--- src/rtl/cnt_day_pkg.sv ---
// Shared calendar constants and BCD helpers for the day/month counter chain.
package cnt_day_pkg;

   typedef logic [3:0] bcd_digit_t;
   typedef logic [7:0] bcd_pair_t;

   // BCD month codes as {tens, ones}
   localparam bcd_pair_t M_JAN = 8'h01;
   localparam bcd_pair_t M_FEB = 8'h02;
   localparam bcd_pair_t M_MAR = 8'h03;
   localparam bcd_pair_t M_APR = 8'h04;
   localparam bcd_pair_t M_MAY = 8'h05;
   localparam bcd_pair_t M_JUN = 8'h06;
   localparam bcd_pair_t M_JUL = 8'h07;
   localparam bcd_pair_t M_AUG = 8'h08;
   localparam bcd_pair_t M_SEP = 8'h09;
   localparam bcd_pair_t M_OCT = 8'h10;
   localparam bcd_pair_t M_NOV = 8'h11;
   localparam bcd_pair_t M_DEC = 8'h12;

   // BCD day codes
   localparam bcd_pair_t D_01 = 8'h01;
   localparam bcd_pair_t D_28 = 8'h28;
   localparam bcd_pair_t D_29 = 8'h29;
   localparam bcd_pair_t D_30 = 8'h30;
   localparam bcd_pair_t D_31 = 8'h31;

   // Last-day lookup results
   localparam bcd_pair_t LAST_FEB      = D_28;
   localparam bcd_pair_t LAST_FEB_LEAP = D_29;
   localparam bcd_pair_t LAST_SHORT    = D_30;
   localparam bcd_pair_t LAST_LONG     = D_31;

   // Two-digit BCD increment; callers guarantee the result stays within 01..31
   function automatic bcd_pair_t bcd_day_inc(input bcd_pair_t d);
      if (d[3:0] == 4'd9)
         return {d[7:4] + 4'd1, 4'd0};
      else
         return {d[7:4], d[3:0] + 4'd1};
   endfunction

endpackage

--- src/rtl/cnt_day_if.sv ---
// Control, month context and day outputs between the calendar chain and cnt_day.
interface cnt_day_if;
   import cnt_day_pkg::*;

   logic       ENABLE;
   logic       CARRY_in;
   logic       ADJ_UP;
   bcd_digit_t MONTH2;
   bcd_digit_t MONTH10;
   logic       LEAP;
   bcd_digit_t CNT2;
   bcd_digit_t CNT10;
   logic       CARRY_out;

   modport master (
      output ENABLE, CARRY_in, ADJ_UP, MONTH2, MONTH10, LEAP,
      input  CNT2, CNT10, CARRY_out
   );

   modport slave (
      input  ENABLE, CARRY_in, ADJ_UP, MONTH2, MONTH10, LEAP,
      output CNT2, CNT10, CARRY_out
   );

endinterface

--- src/rtl/cnt_day_day_limit.sv ---
// Last day of the current month in BCD; anything that is not a legal month maps to 31.
module day_limit
   import cnt_day_pkg::*;
(
   input  bcd_digit_t MONTH2,
   input  bcd_digit_t MONTH10,
   input  logic       LEAP,
   output bcd_pair_t  LAST
);

   // Month-length lookup keyed on the raw BCD month code
   always_comb begin
      LAST = LAST_LONG;
      case ({MONTH2, MONTH10})
         M_FEB:                      LAST = LEAP ? LAST_FEB_LEAP : LAST_FEB;
         M_APR, M_JUN, M_SEP, M_NOV: LAST = LAST_SHORT;
         default:                    LAST = LAST_LONG;
      endcase
   end

endmodule

--- src/rtl/cnt_day.sv ---
// BCD day-of-month counter: tick/adjust increment with month wrap, and clamp when the month shrinks.
module cnt_day
   import cnt_day_pkg::*;
#(
   parameter bcd_pair_t DAY_RESET = D_01
)
(
   input  logic      CLK,
   input  logic      RESET,
   cnt_day_if.slave  bus
);

   bcd_pair_t day_q;
   bcd_pair_t day_d;
   bcd_pair_t last;
   logic      at_last;

   day_limit u_day_limit (
      .MONTH2  (bus.MONTH2),
      .MONTH10 (bus.MONTH10),
      .LEAP    (bus.LEAP),
      .LAST    (last)
   );

   // Both operands are legal BCD, so a plain binary compare orders them correctly
   assign at_last = (day_q >= last);

   // Next day: tick beats adjust beats clamp; nothing moves without ENABLE
   always_comb begin
      day_d = day_q;
      if (bus.ENABLE) begin
         if (bus.CARRY_in || bus.ADJ_UP)
            day_d = at_last ? D_01 : bcd_day_inc(day_q);
         else if (day_q > last)
            day_d = last;
      end
   end

   // Day register, forced to DAY_RESET the moment RESET rises
   always_ff @(posedge CLK or posedge RESET) begin
      if (RESET)
         day_q <= DAY_RESET;
      else
         day_q <= day_d;
   end

   assign bus.CNT2      = day_q[7:4];
   assign bus.CNT10     = day_q[3:0];
   // Month advance only on a real tick at the last day, never while in reset
   assign bus.CARRY_out = bus.ENABLE & bus.CARRY_in & at_last & ~RESET;

endmodule

--- src/flat_wrapper.sv ---
// flat-port wrapper written by rule: the top's interface ports become plain ports
module cnt_day_flat import cnt_day_pkg::*;
#(
   parameter bcd_pair_t DAY_RESET = D_01
)
  (CLK, RESET, bus_ENABLE, bus_CARRY_in, bus_ADJ_UP, bus_MONTH2, bus_MONTH10, bus_LEAP, bus_CNT2, bus_CNT10, bus_CARRY_out);
  cnt_day_if bus_i ();
  input  logic CLK;
  input  logic RESET;
  input wire logic [$bits(bus_i.ENABLE)-1:0] bus_ENABLE;
  input wire logic [$bits(bus_i.CARRY_in)-1:0] bus_CARRY_in;
  input wire logic [$bits(bus_i.ADJ_UP)-1:0] bus_ADJ_UP;
  input wire logic [$bits(bus_i.MONTH2)-1:0] bus_MONTH2;
  input wire logic [$bits(bus_i.MONTH10)-1:0] bus_MONTH10;
  input wire logic [$bits(bus_i.LEAP)-1:0] bus_LEAP;
  output wire logic [$bits(bus_i.CNT2)-1:0] bus_CNT2;
  output wire logic [$bits(bus_i.CNT10)-1:0] bus_CNT10;
  output wire logic [$bits(bus_i.CARRY_out)-1:0] bus_CARRY_out;
  assign bus_i.ENABLE = bus_ENABLE;
  assign bus_i.CARRY_in = bus_CARRY_in;
  assign bus_i.ADJ_UP = bus_ADJ_UP;
  assign bus_i.MONTH2 = bus_MONTH2;
  assign bus_i.MONTH10 = bus_MONTH10;
  assign bus_i.LEAP = bus_LEAP;
  assign bus_CNT2 = bus_i.CNT2;
  assign bus_CNT10 = bus_i.CNT10;
  assign bus_CARRY_out = bus_i.CARRY_out;
  cnt_day #(.DAY_RESET(DAY_RESET)) u_core (.CLK(CLK), .RESET(RESET), .bus(bus_i));
endmodule
--- config.mk ---
export PLATFORM = sky130hd
export DESIGN_NAME = cnt_day_flat
export DESIGN_NICKNAME = d
export VERILOG_FILES = /design/src/rtl/cnt_day_pkg.sv /design/src/rtl/cnt_day_if.sv /design/src/rtl/cnt_day_day_limit.sv /design/src/rtl/cnt_day.sv /design/src/flat_wrapper.sv
export SDC_FILE = /design/constraint.sdc
export NUM_CORES = 1
export LEC_CHECK = 0
export ABC_CLOCK_PERIOD_IN_PS = 6260
export CELL_PAD_IN_SITES_DETAIL_PLACEMENT = 1
export CELL_PAD_IN_SITES_GLOBAL_PLACEMENT = 1
export CORE_ASPECT_RATIO = 1.75
export CORE_UTILIZATION = 40
export CTS_CLUSTER_DIAMETER = 50
export DETAILED_ROUTE_END_ITERATION = 7
export PLACE_DENSITY = 0.94
export SLEW_MARGIN = 5
export SYNTH_ARGS = -nofsm -noshare
export SYNTH_HDL_FRONTEND = slang
export SYNTH_HIERARCHICAL = 1
export SYNTH_SLANG_ARGS = --single-unit
export TNS_END_PERCENT = 20
--- constraint.sdc ---
create_clock -name CLK -period 6.26 [get_ports CLK]
set_input_delay 1.252 -clock CLK [delete_from_list [all_inputs] [get_ports CLK]]
set_output_delay 1.252 -clock CLK [all_outputs]
set_load 0.02 [all_outputs]
==> results.ini, run 1 <==
[status]
status=finished, final reports clean

[global_route]
grt_pass1_vias=1037
grt-ovfl-total=0
grtUsageTotal_pct=25.6
grt_pass1_wl_mm=4.69
grt_max_degree=12
antenna_found_initial=0

[final_layout]
final_layout_size_suffix_gt1_share_pct=23.3
largest_reg_flops=8
diodes=0
final_nets=159
syn2layout_area_growth_pct=25.3
top_regs=u_core/day_q x8
regMostFlops=u_core/day_q

[logic_synthesis]
ys_warn_count=6
netlist_instances=110
netlist_area_um2=1020
syn_avg_cell_area_um2=9.30
synth_edf_count=0
yosysTopAreaCellShare_pct=17.1
yosys.cell_count.top_type=inv_1
synth_area_leaders=dfrtp_1 (17%), ha_1 (13%), inv_1 (6.2%)
synth_ff_type=dfrtp_1
ys_seq_elements=8
yosysUniqueCellTypes=43
netlist_top_cells_count=inv_1 (17), ha_1 (11), dfrtp_1 (7)
yosys.area.top_type=dfrtp_1
async_flop_share_pct=100
seq_area_frac_synth_pct=19.7

[clocking]
ctsRootBufferMaster=clkbuf_8
h-tree-depth=1
cts_tree=done
clk_pin_slew_ps=50
clockBufferDepth=2
cts_sinks=8
worst_skew_pair.late_latency_ps=240
holdBufCountCts=0
numCtsBuffers=3
cts_setup_buffers=0
cts_resized=0

[die]
die_w_um=40.2
initial_core_util_pct=43.4
core.rowCount=23
ios=23
die_area_um2=2770
dieHeight_um=68.9
core_area_um2=2360

[drt]
drt_wl_total_mm=2.95
vias=911
wl_per_cell_um=18.7
drtPass1Iterations=4
ant_nets=0
drt_iter0_markers=26
post_drt_via_cell_ratio=5.77
drc=0

[setup_path]
path_cells=clkdlybuf4s50_1 -> nor3_1 -> nand4b_1 -> inv_1 -> inv_1 -> ha_1 -> nand4_2 -> a31oi_4 -> nor2_1 -> nor3_1 -> clkdlybuf4s50_1
r2r-start=u_core/day_q[0]
path_buf_inv=4
startpoint_type=input port
crit_family=buffers and inverters
endpoint_kind=output port
critPathKind=input port to output port
cp_max_fo=6
setup.worst_path.start=bus_MONTH10[3]
critical-path-max-stage-delay_ps=630
slowest_stage=clkdlybuf4s50_1
cp.required_ps=5010
cp_data_arrival_time_ps=4240

[timing]
max_freq_ghz=0.182
hold_viol=0
finalCritPeriodShare_pct=87.7
period_minus_slack_ps=5490
rsz0062_at_grt=false
worst_pin_slew_ps=557
tns_ps=0
relSlewSlack_pct=62.8
fin_skew_ps=6.23
setup_viol=0
drv_slew=0

[pwr]
design_power_total_mw=0.459
p_leak_nw=0.525
power.density_nw_per_um2=358
peakVddDrop_v=0.000213

[place]
place_congestion=0.893
dp_hpwl_mm=2.41
place.port_buffers=22

[min_path]
hold_start=u_core/day_q[7]
hold_class=flip-flop to flip-flop

[flow_run]
cap_viol_max_count=0

==> cell type report <==
cell class                 instances  area (um^2)
sequential                         8          201
inverter                          17         63.8
fill                             275         1080
multi-input combinational         82          721
tap                               25         31.3
timing repair buffer              22          220
clock buffer                       4         45.0
==> metal layers <==
metal	vias to the layer above	global-route usage [%]	share of wire [%]
met5	-	0	0
met4	0	18.3	4.0
met3	9	1.60	2.4
met2	24	47.2	56
met1	439	24.9	37
li1	439	-	-
==> path summary, 6_finish.rpt <==
path | depth (start not counted) | slack [ps] | endpoint
min in group asynchronous | 2 | 1350 | u_core/day_q[5]
max in group asynchronous | 2 | 4590 | u_core/day_q[0]
setup / recovery | 11 | 770 | bus_CARRY_out
hold reg to reg | 2 | 580 | u_core/day_q[7]
setup reg to reg | 8 | 4050 | u_core/day_q[7]
hold / removal | 2 | 580 | u_core/day_q[7]
==> logic make-up after synthesis <==
group	Yosys count	synth area share [%]
AO/OA/AOI/OAI	34	30.1
AND/OR/NAND/NOR	31	24.2
buffers and inverters	23	11.0
adder cells (fa/ha/maj)	11	13.4
flip-flops	8	19.7
other	2	0.734
XOR/XNOR	1	0.856
==> worst register-to-register path, cell delays in order (launching register included) <==
cell and delay (ps):
dfstp_2 600, inv_1 90, ha_1 310, nand4_2 130
nor2_2 90, o221a_2 260, nor3_4 410, a21oi_1 90
o22ai_1 150
==> cells in the final DEF, fill, tap and decap left out, types with 5 or more instances in the layout <==
| master | netlist | routed |
|---|---|---|
| dfrtp_1 | 7 | 7 |
| ha_1 | 11 | 11 |
| nor3_1 | 5 | 5 |
| inv_1 | 17 | 17 |
| conb_1 | 2 | 5 |
| a21oi_1 | 5 | 5 |
| o21ai_1 | 5 | 5 |
| a21oi_2 | 5 | 5 |
| clkdlybuf4s50_1 | 0 | 22 |
==> metrics by stage <==
step	utilization (%)	setup WS, ps	cell area (um^2)	hold slack (ps)	std cells
5_1_grt	54.3	562	1280	596	158
6_report	54.3	773	1280	577	158
3_3_place_gp	52.4	989	1240	551	154
3_5_place_dp	52.4	851	1240	569	154
4_1_cts	54.3	804	1280	580	158
2_1_floorplan	-	1850	1030	572	113
==> power by group <==
group | internal (mW) | switching [mW]
combinational | 0.124 | 0.158
clock | 0.0446 | 0.0255
sequential | 0.0745 | 0.0320
total | 0.243 | 0.216
No activity file was read; power rests on OpenSTA's default activity.
==> run 2, diff against run 1 <==
--- a/config.mk
+++ b/config.mk
@@ -10,9 +10,9 @@
 export CELL_PAD_IN_SITES_GLOBAL_PLACEMENT = 1
 export CORE_ASPECT_RATIO = 1.75
 export CORE_UTILIZATION = 40
-export CTS_CLUSTER_DIAMETER = 50
+export CTS_CLUSTER_DIAMETER = 60
 export DETAILED_ROUTE_END_ITERATION = 7
-export PLACE_DENSITY = 0.94
+export PLACE_DENSITY = 0.93
 export SLEW_MARGIN = 5
 export SYNTH_ARGS = -nofsm -noshare
 export SYNTH_HDL_FRONTEND = slang
==> results.ini, run 2 (same netlist as run 1, synthesis figures left out) <==
[timing]
drv_slew=0  ; unchanged
setup_viol=0  ; unchanged
period_minus_slack_ps=5480  ; -8.23 ps
max_freq_ghz=0.183  ; +0.15%
hold_viol=0  ; unchanged
tns_ps=0  ; unchanged
hold_ws_ps=569  ; -7.67 ps
finalCritPeriodShare_pct=87.5  ; -0.13 points
worst_pin_slew_ps=538  ; -18.3 ps
relSlewSlack_pct=64.1  ; +1.2 points
rsz0062_at_grt=false
fin_skew_ps=16.2  ; +9.98 ps

[status]
status=finished, final reports clean

[global_route]
grt-ovfl-total=0  ; unchanged
antenna_found_initial=0  ; unchanged
grt_max_degree=12  ; unchanged
grtUsageTotal_pct=25.8  ; +0.17 points
grt_pass1_wl_mm=4.73  ; +0.87%
grt_pass1_vias=1016  ; -2.0%

[drt]
post_drt_via_cell_ratio=5.77  ; unchanged
ant_nets=0  ; unchanged
drt_wl_total_mm=2.92  ; -1.1%
vias=911  ; unchanged
drc=0  ; unchanged
drtPass1Iterations=4  ; unchanged
wl_per_cell_um=18.4  ; -1.1%
drt_iter0_markers=19  ; -27%

[place]
placed_cell_area_um2=1240  ; unchanged
place.port_buffers=22  ; unchanged
dp_hpwl_mm=2.44  ; +1.3%
place_congestion=0.904  ; +1.2%

[setup_path]
r2r_cells=8  ; unchanged
startpoint_type=input port
r2r-start=u_core/day_q[0]
r2r-end=u_core/day_q[6]
cp.required_ps=5010  ; about the same
cp_max_fo=6  ; unchanged
r2r_slack_ps=4020  ; -30 ps
endpoint_kind=output port
cp_data_arrival_time_ps=4230  ; about the same
critPathKind=input port to output port

[pwr]
peakVddDrop_v=0.000179  ; -16%
p_leak_nw=0.525  ; unchanged
power.density_nw_per_um2=360  ; +0.57%

[min_path]
hold_end=u_core/day_q[0]
hold_start=u_core/day_q[0]
whs_path_depth=1  ; -1
hold_class=flip-flop to flip-flop

[clocking]
ctsRootBufferMaster=clkbuf_8
cts_resized=0  ; unchanged
h-tree-depth=1  ; unchanged
cts_setup_buffers=0  ; unchanged
cts_sinks=8  ; unchanged
clk_pin_slew_ps=40  ; about the same
cts_tree=done
numCtsBuffers=3  ; unchanged
clockBufferDepth=2  ; unchanged
worst_skew_pair.late_latency_ps=250  ; about the same
holdBufCountCts=0  ; unchanged

[flow_run]
cap_viol_max_count=0  ; unchanged

[die]
core.rowCount=23  ; unchanged
ios=23  ; unchanged
core_area_um2=2360  ; unchanged
die_w_um=40.2  ; unchanged
dieHeight_um=68.9  ; unchanged
initial_core_util_pct=43.4  ; unchanged
die_area_um2=2770  ; unchanged

[final_layout]
final_cell_mix=clkdlybuf4s50_1 (22), inv_1 (17), ha_1 (11)
regMostFlops=u_core/day_q
final_nets=159  ; unchanged
fillCellCount=273  ; -0.73%
layout.cell_area.non_filler_um2=1280  ; unchanged
syn2layout_area_growth_pct=25.3  ; unchanged
top_regs=u_core/day_q x8
final_layout_size_suffix_gt1_share_pct=23.3  ; unchanged
final_common_cell=clkdlybuf4s50_1
largest_reg_flops=8  ; unchanged
diodes=0  ; unchanged

## run 2: critical path: stages
cell             delay, ps
clkdlybuf4s50_1        440
nor3_1                 280
nand4b_1               220
inv_1                  120
inv_1                   50
ha_1                   390
nand4_2                200
a31oi_4                330
nor2_1                 110
nor3_1                 200
clkdlybuf4s50_1        630
## run 2: final cells by class
| class | count | area [um^2] | share of cell area (%) |
|---|---|---|---|
| Timing Repair Buffer | 22 | 220 | 17.2 |
| Clock buffer | 4 | 45.0 | 3.51 |
| Multi-Input combinational cell | 82 | 721 | 56.2 |
| Tap cell | 25 | 31.3 | 2.44 |
| Sequential cell | 8 | 201 | 15.7 |
| Inverter | 17 | 63.8 | 4.98 |
## run 2: how the worst max path moves through the flow
stage                         from       endpoint
finish              bus_MONTH10[3]  bus_CARRY_out
global route        bus_MONTH10[3]  bus_CARRY_out
CTS                 bus_MONTH10[3]  bus_CARRY_out
detailed placement  bus_MONTH10[3]  bus_CARRY_out
global placement    bus_MONTH10[3]  bus_CARRY_out
floorplan           bus_MONTH10[3]  bus_CARRY_out
## run 2: layer usage
| layer | global-route usage, % | wire (um) |
|---|---|---|
| met1 | 25.0 | 1070 |
| met2 | 48.2 | 1660 |
| met3 | 3.85 | 78 |
| met4 | 14.2 | 99 |
| met5 | 0 | 0 |
## run 2: metrics by stage
stage | worst slack, ps | std cells | utilization [%] | total power [mW]
floorplan | 1850 | 113 | - | 0.294
global route | 548 | 158 | 54.3 | 0.494
CTS | 789 | 158 | 54.3 | 0.463
finish | 781 | 158 | 54.3 | 0.462
global placement | 979 | 154 | 52.4 | 0.371
detailed placement | 801 | 154 | 52.4 | 0.389
## run 2: where the power goes
part,leakage [nW],switching (mW),internal (mW)
clock network,0.0228,0.0255,0.0446
logic,0.403,0.161,0.124
registers,0.0997,0.0322,0.0744
==> run 3, diff against run 2 <==
--- a/config.mk
+++ b/config.mk
@@ -5,14 +5,15 @@
 export SDC_FILE = /design/constraint.sdc
 export NUM_CORES = 1
 export LEC_CHECK = 0
+export ABC_AREA = 1
 export ABC_CLOCK_PERIOD_IN_PS = 6260
 export CELL_PAD_IN_SITES_DETAIL_PLACEMENT = 1
 export CELL_PAD_IN_SITES_GLOBAL_PLACEMENT = 1
 export CORE_ASPECT_RATIO = 1.75
-export CORE_UTILIZATION = 40
+export CORE_UTILIZATION = 38
 export CTS_CLUSTER_DIAMETER = 60
 export DETAILED_ROUTE_END_ITERATION = 7
-export PLACE_DENSITY = 0.93
+export PLACE_DENSITY = 0.95
 export SLEW_MARGIN = 5
 export SYNTH_ARGS = -nofsm -noshare
 export SYNTH_HDL_FRONTEND = slang
==> results.ini, run 3 <==
[status]
status=finished, final reports clean

[clocking]
h-tree-depth=1  ; unchanged
holdBufCountCts=0  ; unchanged
clockBufferDepth=2  ; unchanged
ctsRootBufferMaster=clkbuf_8
worst_skew_pair.late_latency_ps=230  ; -20 ps
cts_sinks=8  ; unchanged
numCtsBuffers=3  ; unchanged
clk_pin_slew_ps=40  ; about the same
cts_resized=0  ; unchanged
cts_setup_buffers=0  ; unchanged
cts_tree=done

[pwr]
power.density_nw_per_um2=321  ; -11%
design_power_total_mw=0.428  ; -7.3%
peakVddDrop_v=0.000190  ; +6.0%
p_leak_nw=0.718  ; +37%

[timing]
rsz0062_at_grt=false
fin_ws_ps=1210  ; +432 ps
finalCritPeriodShare_pct=80.6  ; -6.9 points
period_minus_slack_ps=5050  ; -432 ps
fin_skew_ps=2.42  ; -13.8 ps
setup_viol=0  ; unchanged
hold_viol=0  ; unchanged
hold_ws_ps=527  ; -42.2 ps
tns_ps=0  ; unchanged
drv_slew=0  ; unchanged
max_freq_ghz=0.198  ; +8.6%

[min_path]
hold_start=u_core/day_q[0]
hold_class=flip-flop to flip-flop
hold_end=u_core/day_q[0]
whs_path_depth=2  ; +1

[die]
core.rowCount=25  ; +8.7%
die_w_um=42.0  ; +4.3%
dieHeight_um=71.9  ; +4.4%
die_area_um2=3020  ; +8.9%
ios=23  ; unchanged
core_area_um2=2690  ; +14%
initial_core_util_pct=39.5  ; -3.9 points

[logic_synthesis]
syn_avg_cell_area_um2=6.48  ; -30%
yosys.area.top_type=nand2_1
seq_area_frac_synth_pct=19.0  ; -0.72 points
synth_edf_count=0  ; unchanged
async_flop_share_pct=100  ; unchanged
yosys.cell_count.top_type=nand2_1
netlist_area_um2=1060  ; +3.8%
synth_ff_type=dfrtp_1
netlist_instances=164  ; +49%
ys_seq_elements=8  ; unchanged
yosysTopAreaCellShare_pct=19.8  ; +2.7 points
synth_area_leaders=nand2_1 (20%), dfrtp_1 (16%), ha_1 (13%)
yosysUniqueCellTypes=25  ; -42%
netlist_top_cells_count=nand2_1 (56), inv_1 (26), ha_1 (11), nor2_1 (10), dfrtp_1 (7)
ys_warn_count=6  ; unchanged

[place]
pre_cts_ws_ps=1220  ; +416 ps
placedCellCount=211  ; +37%
dp_hpwl_mm=2.41  ; -1.4%
place.port_buffers=22  ; unchanged
place_congestion=0.905  ; about the same

[final_layout]
largest_reg_flops=8  ; unchanged
diodes=0  ; unchanged
final_layout_size_suffix_gt1_share_pct=14.4  ; -8.9 points
instances_no_fill=215  ; +36%
regMostFlops=u_core/day_q
fillCellCount=367  ; +34%
final_cell_mix=nand2_1 (56), inv_1 (26), clkdlybuf4s50_1 (22)
syn2layout_area_growth_pct=25.7
final_common_cell=nand2_1
final_nets=214  ; +35%
top_regs=u_core/day_q x8

[drt]
ant_nets=0  ; unchanged
wl_per_cell_um=12.8  ; -31%
vias=1083  ; +19%
drtPass1Iterations=3  ; -1
drc=0  ; unchanged
post_drt_via_cell_ratio=5.04  ; -13%
drt_wl_total_mm=2.75  ; -5.8%
drt_iter0_markers=14  ; -5

[global_route]
grt-ovfl-total=0  ; unchanged
grt_max_degree=11  ; -1
antenna_found_initial=0  ; unchanged
grtUsageTotal_pct=20.6  ; -5.2 points
grt_pass1_vias=1176  ; +16%
grt_pass1_wl_mm=4.82  ; +1.9%

[setup_path]
r2r-end=u_core/day_q[4]
startpoint_type=input port
critPathKind=input port to output port
setup.worst_path.start=bus_MONTH2[2]
cp_data_arrival_time_ps=3800  ; -430 ps
r2r-start=u_core/day_q[0]
cp_max_fo=6  ; unchanged
r2r_cells=7  ; -1
r2r_slack_ps=4370  ; +350 ps
cp.required_ps=5010  ; about the same
endpoint_kind=output port

[flow_run]
cap_viol_max_count=0  ; unchanged

run 3: cell count changes after synthesis, sizes merged, moves of 2 or more:
cell / delta
a211oi: -2
a21oi: -6
a22oi: -3
a32oi: -2
inv: +13
nand2: +61
nand4: +6
nor2: +11
nor2b: -2
nor3: -7
o21ai: -2
o22ai: -2
or3: -2
xor2: +2
run 3: worst max-delay path, cell delays in order:
cell             delay (ps)
clkdlybuf4s50_1         420
inv_1                    60
nand2_1                  60
nor2_2                  150
nand2_2                 100
inv_1                    80
inv_1                    50
ha_1                    280
nand2_1                  70
inv_2                    80
nand2_1                  70
nand2_1                  70
nand2_2                  70
nand2_2                 100
inv_2                    70
nand2_1                  70
nand4_1                  80
inv_1                    70
clkdlybuf4s50_1         590
run 3: cell type report:
cell class              count  area, um^2  share of cell area [%]
flip-flops and latches      8         201                    15.1
repair buffers             22         220                    16.5
inverters                  30         113                    8.43
well taps                  27        33.8                    2.53
multi-input cells         124         722                    54.1
clock buffers               4        45.0                    3.37
run 3: cells by family (layout without fill, tap and decap cells):
| group | count (synthesis) | in the layout | share of synthesized area (%) |
|---|---|---|---|
| flops | 8 | 8 | 19.0 |
| other cells | 2 | 5 | 0.707 |
| compound gates | 10 | 10 | 6.01 |
| xor+xnor | 3 | 3 | 2.47 |
| fa+ha+maj | 11 | 11 | 13.0 |
| simple gates | 95 | 95 | 44.8 |
| buf+inv | 35 | 56 | 14.1 |
run 3: how the worst max path moves through the flow:
stage	endpoint	slack (ps)	cells after the start
floorplan	bus_CARRY_out	2390	17
global placement	bus_CARRY_out	1340	19
detailed placement	bus_CARRY_out	1220	19
finish	bus_CARRY_out	1210	19
CTS	bus_CARRY_out	1200	19
global route	bus_CARRY_out	990	19
run 3: per-layer routing:
| metal | vias to the layer above | wire [um] | global-route usage [%] |
|---|---|---|---|
| met1 | 514 | 899 | 17.2 |
| met5 | - | 0 | 0 |
| met4 | 0 | 35 | 4.66 |
| met3 | 4 | 80 | 4.73 |
| li1 | 542 | - | - |
| met2 | 23 | 1730 | 45.1 |
run 3: metrics by stage:
step	utilization (%)	area, um^2
detailed placement	48.0	1290
global placement	48.0	1290
CTS	49.6	1340
global route	49.6	1340
finish	49.6	1340
floorplan	-	1070
run 3: report_power, final:
| part | internal (mW) | total (mW) | switching [mW] |
|---|---|---|---|
| Clock | 0.0440 | 0.0630 | 0.0190 |
| Combinational | 0.109 | 0.253 | 0.144 |
| Sequential | 0.0737 | 0.112 | 0.0386 |
